===== config.mk =====
export PLATFORM = sky130hd
export DESIGN_NAME = regfile_mp_flat
export DESIGN_NICKNAME = d
export VERILOG_FILES = /design/src/rtl/regfile_mp_if.sv /design/src/rtl/regfile_mp.sv /design/src/flat_wrapper.sv
export SDC_FILE = /design/constraint.sdc
export NUM_CORES = 1
export LEC_CHECK = 0
export CAP_MARGIN = 20
export CORE_MARGIN = 2
export CORE_UTILIZATION = 40
export CTS_CLUSTER_DIAMETER = 80
export DETAILED_ROUTE_END_ITERATION = 16
export GPL_TIMING_DRIVEN = 0
export PLACE_DENSITY = 0.69
export SYNTH_ARGS = -nofsm -noshare
export SYNTH_HDL_FRONTEND = slang
export SYNTH_SLANG_ARGS = --single-unit
export TNS_END_PERCENT = 10

===== constraint.sdc =====
create_clock -name clk -period 2.7 [get_ports clk]
set_input_delay 0.27 -clock clk [delete_from_list [all_inputs] [get_ports clk]]
set_output_delay 0.27 -clock clk [all_outputs]
set_load 0.02 [all_outputs]

===== src/rtl/regfile_mp_if.sv =====
// Bus bundle for regfile_mp: write port, reserve port, read ports and clear control.
// Strobes (clear, wr_en, rsv_en, rd_en) are sampled at the rising edge; there is no ready, busy is the only stall indication.
interface regfile_mp_if #(
  parameter int DATA_W = 16,
  parameter int ADDR_W = 5,
  parameter int NUM_RD = 2
);
  logic                     clear;
  logic                     busy;
  logic                     dbg_state;
  logic                     wr_en;
  logic [ADDR_W-1:0]        wr_addr;
  logic [DATA_W-1:0]        wr_data;
  logic [DATA_W/8-1:0]      wr_be;
  logic                     rsv_en;
  logic [ADDR_W-1:0]        rsv_addr;
  logic [NUM_RD-1:0]        rd_en;
  logic [NUM_RD*ADDR_W-1:0] rd_addr;
  logic [NUM_RD*DATA_W-1:0] rd_data;
  logic [NUM_RD-1:0]        rd_pend;

  modport master (
    output clear, wr_en, wr_addr, wr_data, wr_be, rsv_en, rsv_addr, rd_en, rd_addr,
    input  busy, dbg_state, rd_data, rd_pend
  );

  modport slave (
    input  clear, wr_en, wr_addr, wr_data, wr_be, rsv_en, rsv_addr, rd_en, rd_addr,
    output busy, dbg_state, rd_data, rd_pend
  );
endinterface


===== src/rtl/regfile_mp.sv =====
// Multi-read-port register file with byte-enabled write, write-to-read bypass,
// per-entry pending scoreboard and a sequential clear sweep (no parallel reset of storage).
module regfile_mp #(
  parameter int DATA_W = 16,
  parameter int ADDR_W = 5,
  parameter int NUM_RD = 2
) (
  input  logic         clk,
  input  logic         reset,
  regfile_mp_if.slave  bus
);
  localparam int DEPTH = 2 ** ADDR_W;
  localparam int NB    = DATA_W / 8;

  typedef enum logic {ST_READY = 1'b0, ST_CLEAR = 1'b1} state_t;

  state_t            state_q, state_d;
  logic [ADDR_W-1:0] ptr_q, ptr_d;
  logic [DATA_W-1:0] mem [DEPTH];
  logic [DEPTH-1:0]  pend_q, pend_d;
  logic              ready, clear_ok, wr_ok, rsv_ok;

  // reset overrides everything, so qualify all READY-side actions with it
  assign ready    = (state_q == ST_READY) && !reset;
  assign clear_ok = ready && bus.clear;
  assign wr_ok    = ready && !bus.clear && bus.wr_en  && (bus.wr_addr  != '0);
  assign rsv_ok   = ready && !bus.clear && bus.rsv_en && (bus.rsv_addr != '0);

  assign bus.busy      = (state_q == ST_CLEAR);
  assign bus.dbg_state = state_q;

  always_comb begin
    state_d = state_q;
    ptr_d   = ptr_q;
    unique case (state_q)
      ST_READY: begin
        if (bus.clear) begin
          state_d = ST_CLEAR;
          ptr_d   = ADDR_W'(1);
        end
      end
      ST_CLEAR: begin
        ptr_d = ptr_q + ADDR_W'(1);
        if (ptr_q == ADDR_W'(DEPTH - 1)) state_d = ST_READY;
      end
      default: state_d = ST_READY;
    endcase
  end

  always_ff @(posedge clk) begin
    if (reset) begin
      state_q <= ST_CLEAR;
      ptr_q   <= ADDR_W'(1);
    end else begin
      state_q <= state_d;
      ptr_q   <= ptr_d;
    end
  end

  // Storage has no reset so it can map onto RAM; entry 0 is never written.
  always_ff @(posedge clk) begin
    if (state_q == ST_CLEAR) begin
      mem[ptr_q] <= '0;
    end else if (wr_ok) begin
      for (int b = 0; b < NB; b++) begin
        if (bus.wr_be[b]) mem[bus.wr_addr][8*b +: 8] <= bus.wr_data[8*b +: 8];
      end
    end
  end

  // Reserve is applied after the write-clear so it wins on a same-address collision.
  always_comb begin
    pend_d = pend_q;
    if (clear_ok) begin
      pend_d = '0;
    end else begin
      if (wr_ok)  pend_d[bus.wr_addr]  = 1'b0;
      if (rsv_ok) pend_d[bus.rsv_addr] = 1'b1;
    end
  end

  always_ff @(posedge clk) begin
    if (reset) pend_q <= '0;
    else       pend_q <= pend_d;
  end

  for (genvar p = 0; p < NUM_RD; p++) begin : g_rd
    logic [ADDR_W-1:0] addr;
    logic [DATA_W-1:0] word, data_q, data_d;
    logic              pnd_q, pnd_d;

    assign addr = bus.rd_addr[p*ADDR_W +: ADDR_W];

    always_comb begin
      word = mem[addr];
      if (wr_ok && (bus.wr_addr == addr)) begin
        for (int b = 0; b < NB; b++) begin
          if (bus.wr_be[b]) word[8*b +: 8] = bus.wr_data[8*b +: 8];
        end
      end
      data_d = data_q;
      pnd_d  = pnd_q;
      if (bus.rd_en[p]) begin
        if ((state_q == ST_CLEAR) || (addr == '0)) begin
          data_d = '0;
          pnd_d  = 1'b0;
        end else if (clear_ok) begin
          // the accepting cycle still sees pre-clear contents, unbypassed
          data_d = mem[addr];
          pnd_d  = pend_q[addr];
        end else begin
          data_d = word;
          pnd_d  = pend_d[addr];
        end
      end
    end

    always_ff @(posedge clk) begin
      if (reset) begin
        data_q <= '0;
        pnd_q  <= 1'b0;
      end else begin
        data_q <= data_d;
        pnd_q  <= pnd_d;
      end
    end

    assign bus.rd_data[p*DATA_W +: DATA_W] = data_q;
    assign bus.rd_pend[p]                  = pnd_q;
  end
endmodule


===== src/flat_wrapper.sv =====
// flat-port wrapper written by rule: the top's interface ports become plain ports
module regfile_mp_flat 
#(
  parameter int DATA_W = 16,
  parameter int ADDR_W = 5,
  parameter int NUM_RD = 2
)
  (clk, reset, bus_clear, bus_wr_en, bus_wr_addr, bus_wr_data, bus_wr_be, bus_rsv_en, bus_rsv_addr, bus_rd_en, bus_rd_addr, bus_busy, bus_dbg_state, bus_rd_data, bus_rd_pend);
  regfile_mp_if #(.DATA_W(DATA_W), .ADDR_W(ADDR_W), .NUM_RD(NUM_RD)) bus_i ();
  input  logic clk;
  input  logic reset;
  input wire logic [$bits(bus_i.clear)-1:0] bus_clear;
  input wire logic [$bits(bus_i.wr_en)-1:0] bus_wr_en;
  input wire logic [$bits(bus_i.wr_addr)-1:0] bus_wr_addr;
  input wire logic [$bits(bus_i.wr_data)-1:0] bus_wr_data;
  input wire logic [$bits(bus_i.wr_be)-1:0] bus_wr_be;
  input wire logic [$bits(bus_i.rsv_en)-1:0] bus_rsv_en;
  input wire logic [$bits(bus_i.rsv_addr)-1:0] bus_rsv_addr;
  input wire logic [$bits(bus_i.rd_en)-1:0] bus_rd_en;
  input wire logic [$bits(bus_i.rd_addr)-1:0] bus_rd_addr;
  output wire logic [$bits(bus_i.busy)-1:0] bus_busy;
  output wire logic [$bits(bus_i.dbg_state)-1:0] bus_dbg_state;
  output wire logic [$bits(bus_i.rd_data)-1:0] bus_rd_data;
  output wire logic [$bits(bus_i.rd_pend)-1:0] bus_rd_pend;
  assign bus_i.clear = bus_clear;
  assign bus_i.wr_en = bus_wr_en;
  assign bus_i.wr_addr = bus_wr_addr;
  assign bus_i.wr_data = bus_wr_data;
  assign bus_i.wr_be = bus_wr_be;
  assign bus_i.rsv_en = bus_rsv_en;
  assign bus_i.rsv_addr = bus_rsv_addr;
  assign bus_i.rd_en = bus_rd_en;
  assign bus_i.rd_addr = bus_rd_addr;
  assign bus_busy = bus_i.busy;
  assign bus_dbg_state = bus_i.dbg_state;
  assign bus_rd_data = bus_i.rd_data;
  assign bus_rd_pend = bus_i.rd_pend;
  regfile_mp #(.DATA_W(DATA_W), .ADDR_W(ADDR_W), .NUM_RD(NUM_RD)) u_core (.clk(clk), .reset(reset), .bus(bus_i));
endmodule

==> impl_metrics.json <==
{
  "worstPathMaxFanout": 10,
  "drt_wl_total_um": 118000,
  "insertedDiodeCount": 0,
  "use_met1_pct": 40.4,
  "io_pins": 81,
  "r2r_slack_ns": -0.14,
  "area_growth_pct": 22.4,
  "grt_pass1_vias": 21400,
  "vias": 22300,
  "clock_path_buffers": 3,
  "ys.flop_type": "edfxtp_1",
  "setup_viol": 376,
  "power.density_nw_per_um2": 581,
  "worstSetupPathDepth": 9,
  "synth-warning-count": 0,
  "grt_max_degree": 33,
  "relSlewSlack_pct": 13.7,
  "top_usage_layer": "met2",
  "reg2regPathDepth": 9,
  "use_met2_pct": 46.6,
  "pre_cts_slack_ns": -1.72,
  "crit_end": "u_core.g_rd[0].pnd_q",
  "synth-edff-count": 512,
  "synth_area_sq_um": 29100,
  "ir_drop_mv": 0.465,
  "die_w_um": 274,
  "dieArea_sq_um": 75000,
  "cts_buffers": 57,
  "crit_arrival_ns": 3.30,
  "worstMarginPinSlew_ns": 1.29,
  "worst_slack_ns": -0.137,
  "ant_nets": 0,
  "hold_class": "in -> reg",
  "final_nets": 2255,
  "cp.buffers_inverters": 2,
  "period_needed_ns": 2.84,
  "grt.overflow.total": 0,
  "die_h_um": 274,
  "synthCells": 1981,
  "path_cells": "or4b_4 > buf_12 > buf_6 > o31ai_1 > and2_1 > a2bb2oi_1 > nand4_1 > nand3_1 > a41oi_1",
  "port_buffers": 66,
  "nFillCells": 6009,
  "synth_top_area_cell": "edfxtp_1",
  "leakage_nw": 10.8,
  "syn-num-nets": 2028,
  "core_sq_um": 71900,
  "synthArstFlopShare_pct": 0,
  "drive_gt1_share_pct": 28.3,
  "syn_avg_cell_area_sq_um": 14.7,
  "dr.first_iter.drc_count": 3856,
  "placed_cell_area_sq_um": 31300,
  "finalCritPeriodShare_pct": 105,
  "synthTopCellsByCount": "edfxtp_1 (512), mux2i_1 (205), mux4_2 (192)",
  "worstPathRequired_ns": 3.16,
  "crit_family": "simple AND/OR/NAND/NOR gates",
  "synth-seq-area-share_pct": 57.7,
  "cts_tree": "done",
  "fin_skew_ns": 0.0160,
  "synthTopCellsByArea": "edfxtp_1 (53%), mux4_2 (15%), mux2i_1 (7.0%)",
  "antenna_found_initial": 4,
  "clock-sinks": 584,
  "floorplan.initialDensity_pct": 40.6,
  "avgViaCountPerCell": 6.95,
  "core.rowCount": 98,
  "drc": 0,
  "yosys_register_bits": 584,
  "clockRootBuffer": "clkbuf_16",
  "startpoint_type": "register",
  "htree_levels": 2,
  "violations": "setup timing",
  "met3_usage_pct": 9.11,
  "hold_viol_final": 0,
  "dp_hpwl_um": 81600,
  "clk_latency_ns": 0.65,
  "synth_top_area_share_pct": 52.8,
  "startpoint": "u_core.bus.busy",
  "fmax_mhz": 352,
  "wl_per_cell_um": 37.0,
  "yosysMostFrequentCell": "edfxtp_1",
  "grt_pass1_wl_um": 164000,
  "drv_slew": 0,
  "final_cell_area_sq_um": 35700,
  "synth_cell_type_count": 69,
  "cts.clk_slew.worst_paths_ns": 0.06,
  "cp-end-kind": "register",
  "dr.pass1.iters": 6,
  "status": "complete, but fails checks",
  "rsz0062_at_grt": "true",
  "track_usage_pct": 31.2,
  "critPathKind": "reg -> reg",
  "max_stage_delay_ns": 0.60,
  "drv_cap": 0,
  "fin_util_pct": 49.6,
  "cp_slowest_cell": "or4b_4",
  "place_congestion": 0.988,
  "r2r_start": "u_core.bus.busy",
  "reg2reg_to": "u_core.g_rd[0].pnd_q"
}
[where the power goes]
group	leakage (nW)	internal, mW	switching [mW]	total, mW
logic	5.41	0.795	1.55	2.35
clock network	0.941	4.73	3.74	8.47
registers	4.49	9.83	0.0704	9.90
[state kept, by name (all words and copies together) (netlist names)]
register and count:
u_core.mem 512, u_core.g_rd.data_q 32, u_core.pend_q 32, u_core.ptr_q 5
u_core.g_rd.pnd_q 2, u_core.bus.busy 1
[stage by stage]
stage | TNS [ns] | hold slack (ns) | std cells | power (mW)
final | -13.54 | 0.0429 | 3205 | 20.7
after detailed placement | -1211.63 | 0.468 | 3015 | 12.0
after global placement | -1270.67 | 0.462 | 2997 | 12.0
after CTS | -0.767 | 0.00936 | 3197 | 20.5
after floorplan | -21.39 | 0.451 | 1981 | 11.1
after global routing | -3.37 | 0.0593 | 3205 | 21.0
[what timing repair did]
| action | in CTS | in global routing |
|---|---|---|
| gates cloned | 1 | 1 |
| hold endpoints to repair | 1 | 0 |
| resized for setup | 258 | 71 |
| hold buffers | 1 | 0 |
| pin swaps | 68 | 13 |
| setup endpoints to repair | 930 | 471 |
| buffers inserted | 74 | 7 |
[worst min-delay path by stage]
| stage | slack, ns | end | cells past startpoint | from |
|---|---|---|---|---|
| 2_1_floorplan | 0.45 | u_core.pend_q[0] | 2 | u_core.pend_q[0] |
| 3_3_place_gp | 0.46 | u_core.g_rd[0].data_q[2] | 2 | u_core.g_rd[0].data_q[2] |
| 3_5_place_dp | 0.47 | u_core.g_rd[1].data_q[9] | 2 | u_core.g_rd[1].data_q[9] |
| 4_1_cts | 0.009 | u_core.ptr_q[4] | 4 | bus_clear |
| 5_1_grt | 0.06 | u_core.ptr_q[4] | 4 | bus_clear |
| 6_report | 0.04 | u_core.ptr_q[4] | 4 | bus_clear |
[area by class of cell]
type	instances	area, sq um	share of cell area [%]
Sequential cell	584	16800	47.2
Tap cell	950	1190	3.33
Clock inverter	43	482	1.35
Inverter	19	71.3	0.200
Clock buffer	63	1470	4.12
Buffer	163	968	2.71
Multi-Input combinational cell	1215	12400	34.6
Timing Repair Buffer	168	2310	6.48
[metal layers]
metal / vias up / part of all wire (%)
met5: - / 0.030
met4: 4 / 7.2
met3: 436 / 13
met2: 2023 / 43
met1: 11200 / 36
li1: 8586 / -
[tightest hold or removal path, delay by kind of cell]
family	cells	cell delay, ns
buf+inv	1	0.12
compound gates	1	0.13
simple gates	2	0.11
[cells in the final DEF, fill, tap and decap left out, types with 59 or more instances in the layout]
cell	instances
nor2_1	64
edfxtp_1	512
nand3_1	67
clkdlybuf4s50_1	65
a221oi_1	62
nor2_4	59
a21oi_1	66
mux4_2	192
mux2i_1	205
dfxtp_1	71
[cells by family (layout without fill, tap and decap cells)]
kind of cell | after synthesis | count (layout) | synth area share, %
DFF | 584 | 584 | 57.7
adders and majority gates | 2 | 2 | 0.0859
xor gates and xnor gates | 12 | 12 | 0.361
buffers and inverters | 183 | 456 | 3.16
and+or+nand+nor | 400 | 400 | 6.81
muxes | 401 | 401 | 22.0
AOI/OAI and AO/OA | 399 | 400 | 9.83
No activity file was read; power rests on OpenSTA's default activity.
==> RTL change 1: new RTL, same flow settings <==
`NUM_RD` is set to 2 in 3 places; all go to 1.
--- a/src/rtl/regfile_mp_if.sv
+++ b/src/rtl/regfile_mp_if.sv
@@ -5,3 +5,3 @@
   parameter int ADDR_W = 5,
-  parameter int NUM_RD = 2
+  parameter int NUM_RD = 1
 );
--- a/src/rtl/regfile_mp.sv
+++ b/src/rtl/regfile_mp.sv
@@ -5,3 +5,3 @@
   parameter int ADDR_W = 5,
-  parameter int NUM_RD = 2
+  parameter int NUM_RD = 1
 ) (
--- a/src/flat_wrapper.sv
+++ b/src/flat_wrapper.sv
@@ -5,3 +5,3 @@
   parameter int ADDR_W = 5,
-  parameter int NUM_RD = 2
+  parameter int NUM_RD = 1
 )
Interface: changed (resized bus_rd_addr, bus_rd_data, bus_rd_en and bus_rd_pend); port bits go from 81 to 58. No check against the original RTL was run, so the function may have changed too.
==> RTL change 1 against the unedited design <==
Total power decreased by 8.1%; sequential cell count decreased by 17; core utilization increased by 0.45 points; wire length decreased by 43%; combinational power decreased by 47%; final area decreased by 19%; the flow still finishes with violations (setup timing); first-iteration DRC count decreased by 54%; clock power decreased by 3.0%; synthesized area decreased by 20%; worst setup slack improved by 0.12 ns; sequential share of layout area increased by 9.9 points.
==> RTL change 1: results <==
export IMPL_synth_compound_area_share_pct=4.98
export IMPL_status="complete, but fails checks"
export IMPL_slowest_delay_ns=0.47
export IMPL_drive_gt1_share_pct=32.2
export IMPL_initialDrtViolationCount=1775
export IMPL_violations="setup timing"
export IMPL_slowest_stage="nand2_1"
export IMPL_endpoint="u_core.mem[26][1]"
export IMPL_portBuffers=52
export IMPL_hold_path_endpoint="u_core.ptr_q[1]"
export IMPL_multi_input_area_share_pct=25.2
export IMPL_finalWorstSetupSlack_ns=-0.0155
export IMPL_rr_endpoint="u_core.mem[26][1]"
export IMPL_antenna_found_initial=1
export IMPL_multi_input_cells=660
export IMPL_met1_usage_pct=30.2
export IMPL_ctsResizeCount=231
export IMPL_synth_xor_area_share_pct=0.263
export IMPL_fin_tns_setup_ns=-0.159
export IMPL_drt_first_pass_iters=8
export IMPL_syn2layout_area_growth_pct=24.0
export IMPL_tightest_slew_ns=0.958
export IMPL_wl_mm=67.6
export IMPL_numCtsBuffers=55
export IMPL_synth_mux_area_share_pct=15.6
export IMPL_grt_use_met2_pct=34.4
export IMPL_ys_types=62
export IMPL_multi_input_area_um2=7280
export IMPL_syn_inst=1316
export IMPL_synth_adder_area_share_pct=0.107
export IMPL_synth_commonest_cells="edfxtp_1, mux4_2, nor2_1"
export IMPL_setup_viol=19
export IMPL_ys_ff_latch=567
export IMPL_dp_hpwl_mm=42.3
export IMPL_buffer_area_share_pct=7.69
export IMPL_grt_pass1_wl_mm=96.5
export IMPL_syn_nets=1357
## RTL change 1: changes by cell type after synthesis, moves of 19 or more
cell,change
nand3_1,-41
nor2_1,-42
mux2i_1,-173
o21ai_0,-39
o221ai_1,-24
clkbuf_1,-38
a31oi_1,-19
a221oi_1,-62
a22oi_1,-28
nor3_1,-25
mux4_2,-45
buf_4,-21
nand2_1,+28
## RTL change 1: logic make-up after synthesis
logic type               after synthesis
AO/OA/AOI/OAI                        166
XOR/XNOR                               7
adder cells (fa/ha/maj)                2
buffers and inverters                 89
flip-flops                           567
multiplexers                         180
AND/OR/NAND/NOR                      305
## RTL change 1: power breakdown
group / internal (W) / switching [W] / leakage [nW]
combinational: 0.000464 / 0.000772 / 3.02
clock: 0.00486 / 0.00336 / 0.947
sequential: 0.00955 / 0.0000374 / 4.99
total: 0.0149 / 0.00417 / 8.96
==> RTL change 2: new RTL, same flow settings <==
Without the edit above. Make the reset (`reset`) asynchronous in 3 clocked blocks.
--- a/src/rtl/regfile_mp.sv
+++ b/src/rtl/regfile_mp.sv
@@ -49,3 +49,3 @@
 
-  always_ff @(posedge clk) begin
+  always_ff @(posedge clk or posedge reset) begin
     if (reset) begin
@@ -81,3 +81,3 @@
 
-  always_ff @(posedge clk) begin
+  always_ff @(posedge clk or posedge reset) begin
     if (reset) pend_q <= '0;
@@ -117,3 +117,3 @@
 
-    always_ff @(posedge clk) begin
+    always_ff @(posedge clk or posedge reset) begin
       if (reset) begin
Behaviour: no difference found for any inputs over 4 cycles, from zero or initial values and one cycle with reset high; that may be too few to reach the edited logic, so the function may still have changed.
==> RTL change 2 against the unedited design <==
The flow still finishes with violations (setup timing); maximum frequency fell by 4.9%; synthesized area shrank 0.56%; worst setup slack worse by 0.15 ns; final area is 1.8% higher; wire length increased by 1.7%; sequential cell count stayed put; count of clock-buffer cells in the layout rose by 17; highest routed layer unchanged; register-to-register slack worse by 0.09 ns; synthesized cell count shrank 8.2%.
Power is not compared: it rests on default switching activity, and its combinational part moved more than twofold at a synthesized area within 25%.
==> RTL change 2: results <==
export IMPL_status="complete, but fails checks"
export IMPL_violations="setup timing"
export IMPL_reg2regPathDepth=11
export IMPL_slowest_delay_ns=0.90
export IMPL_synth_commonest_cells="edfxtp_1, mux4_2, mux2i_1"
export IMPL_ctsResizeCount=259
export IMPL_placed_cells=2863
export IMPL_endpoint="u_core.g_rd[0].data_q[5]"
export IMPL_ys_seq_area_share_pct=59.3
export IMPL_crit_family="buffers and inverters"
export IMPL_num_vias=21900
export IMPL_synth_mux_area_share_pct=23.8
export IMPL_fin_tns_setup_ns=-122.33
export IMPL_fillers=5760
export IMPL_finalWorstSetupSlack_ns=-0.282
export IMPL_wl_met1_mm=41.0
export IMPL_whs_ns=0.154
export IMPL_grt_use_met2_pct=47.9
export IMPL_drive_gt1_share_pct=34.5
export IMPL_syn_nets=1865
export IMPL_hold_path_class="input port to asynchronous set/reset pin"
export IMPL_pre_cts_ws_ns=-2.40
export IMPL_r2r_slack_ns=-0.23
export IMPL_met1_usage_pct=40.7
export IMPL_use_met3_pct=9.74
export IMPL_synth_xor_area_share_pct=0.363
export IMPL_fin_nets=2138
export IMPL_antenna_found_initial=5
export IMPL_synth_edf_count=512
export IMPL_synth_adder_area_share_pct=0.0864
export IMPL_rr_startpoint="u_core.bus.busy"
export IMPL_cp_arrival_ns=3.57
export IMPL_grt_pass1_wl_mm=164
export IMPL_ys_types=80
export IMPL_dp_hpwl_mm=81.5
export IMPL_critPathLaunch="bus_rd_addr[2]"
export IMPL_synth_area_top_cells="edfxtp_1, mux4_2, dfrtp_1"
export IMPL_syn_avg_cell_area_um2=15.9
export IMPL_synth_compound_area_share_pct=8.73
export IMPL_dr_wl_met2_mm=52.9
export IMPL_routedWlPerCell_um=38.9
export IMPL_wl_mm=120
export IMPL_wl_met3_mm=17.6
export IMPL_slowest_stage="clkbuf_1"
export IMPL_rr_endpoint="u_core.mem[1][4]"
export IMPL_globalplace_congestion=1.02
export IMPL_synthArstFlopShare_pct=12.3
export IMPL_drt_first_pass_iters=7
export IMPL_first_global_vias=21100
export IMPL_tightest_slew_ns=1.22
export IMPL_cts_setup_buffers=107
export IMPL_initialDrtViolationCount=4178
export IMPL_skew_ns=0.0281
export IMPL_grt_max_degree=49
export IMPL_grt_use_total_pct=31.9
export IMPL_placed_cell_area_um2=31600
export IMPL_portBuffers=71
export IMPL_numCtsBuffers=60
export IMPL_setup_viol=887
export IMPL_max_freq_mhz=335
## RTL change 2: cell type report
class                      instances  area, µm²  share of cell area (%)
antenna                            6       15.0                  0.0413
buffer                           142        866                    2.38
clock buffer                      80       1620                    4.45
clock inverter                    33        282                   0.775
inverter                          25       98.8                   0.272
multi-input combinational       1067      12200                    33.7
sequential                       584      17200                    47.3
tap                              950       1190                    3.27
timing repair buffer             211       2830                    7.79
## RTL change 2: power by group through the flow
stage / clock (W) / combinational [W] / sequential [W]
after floorplan: 0 / 0.00282 / 0.0112
after global placement: 0 / 0.00466 / 0.0112
after detailed placement: 0 / 0.00475 / 0.0113
after CTS: 0.00812 / 0.00641 / 0.0111
after global routing: 0.00850 / 0.00709 / 0.0112
final: 0.00818 / 0.00699 / 0.0112
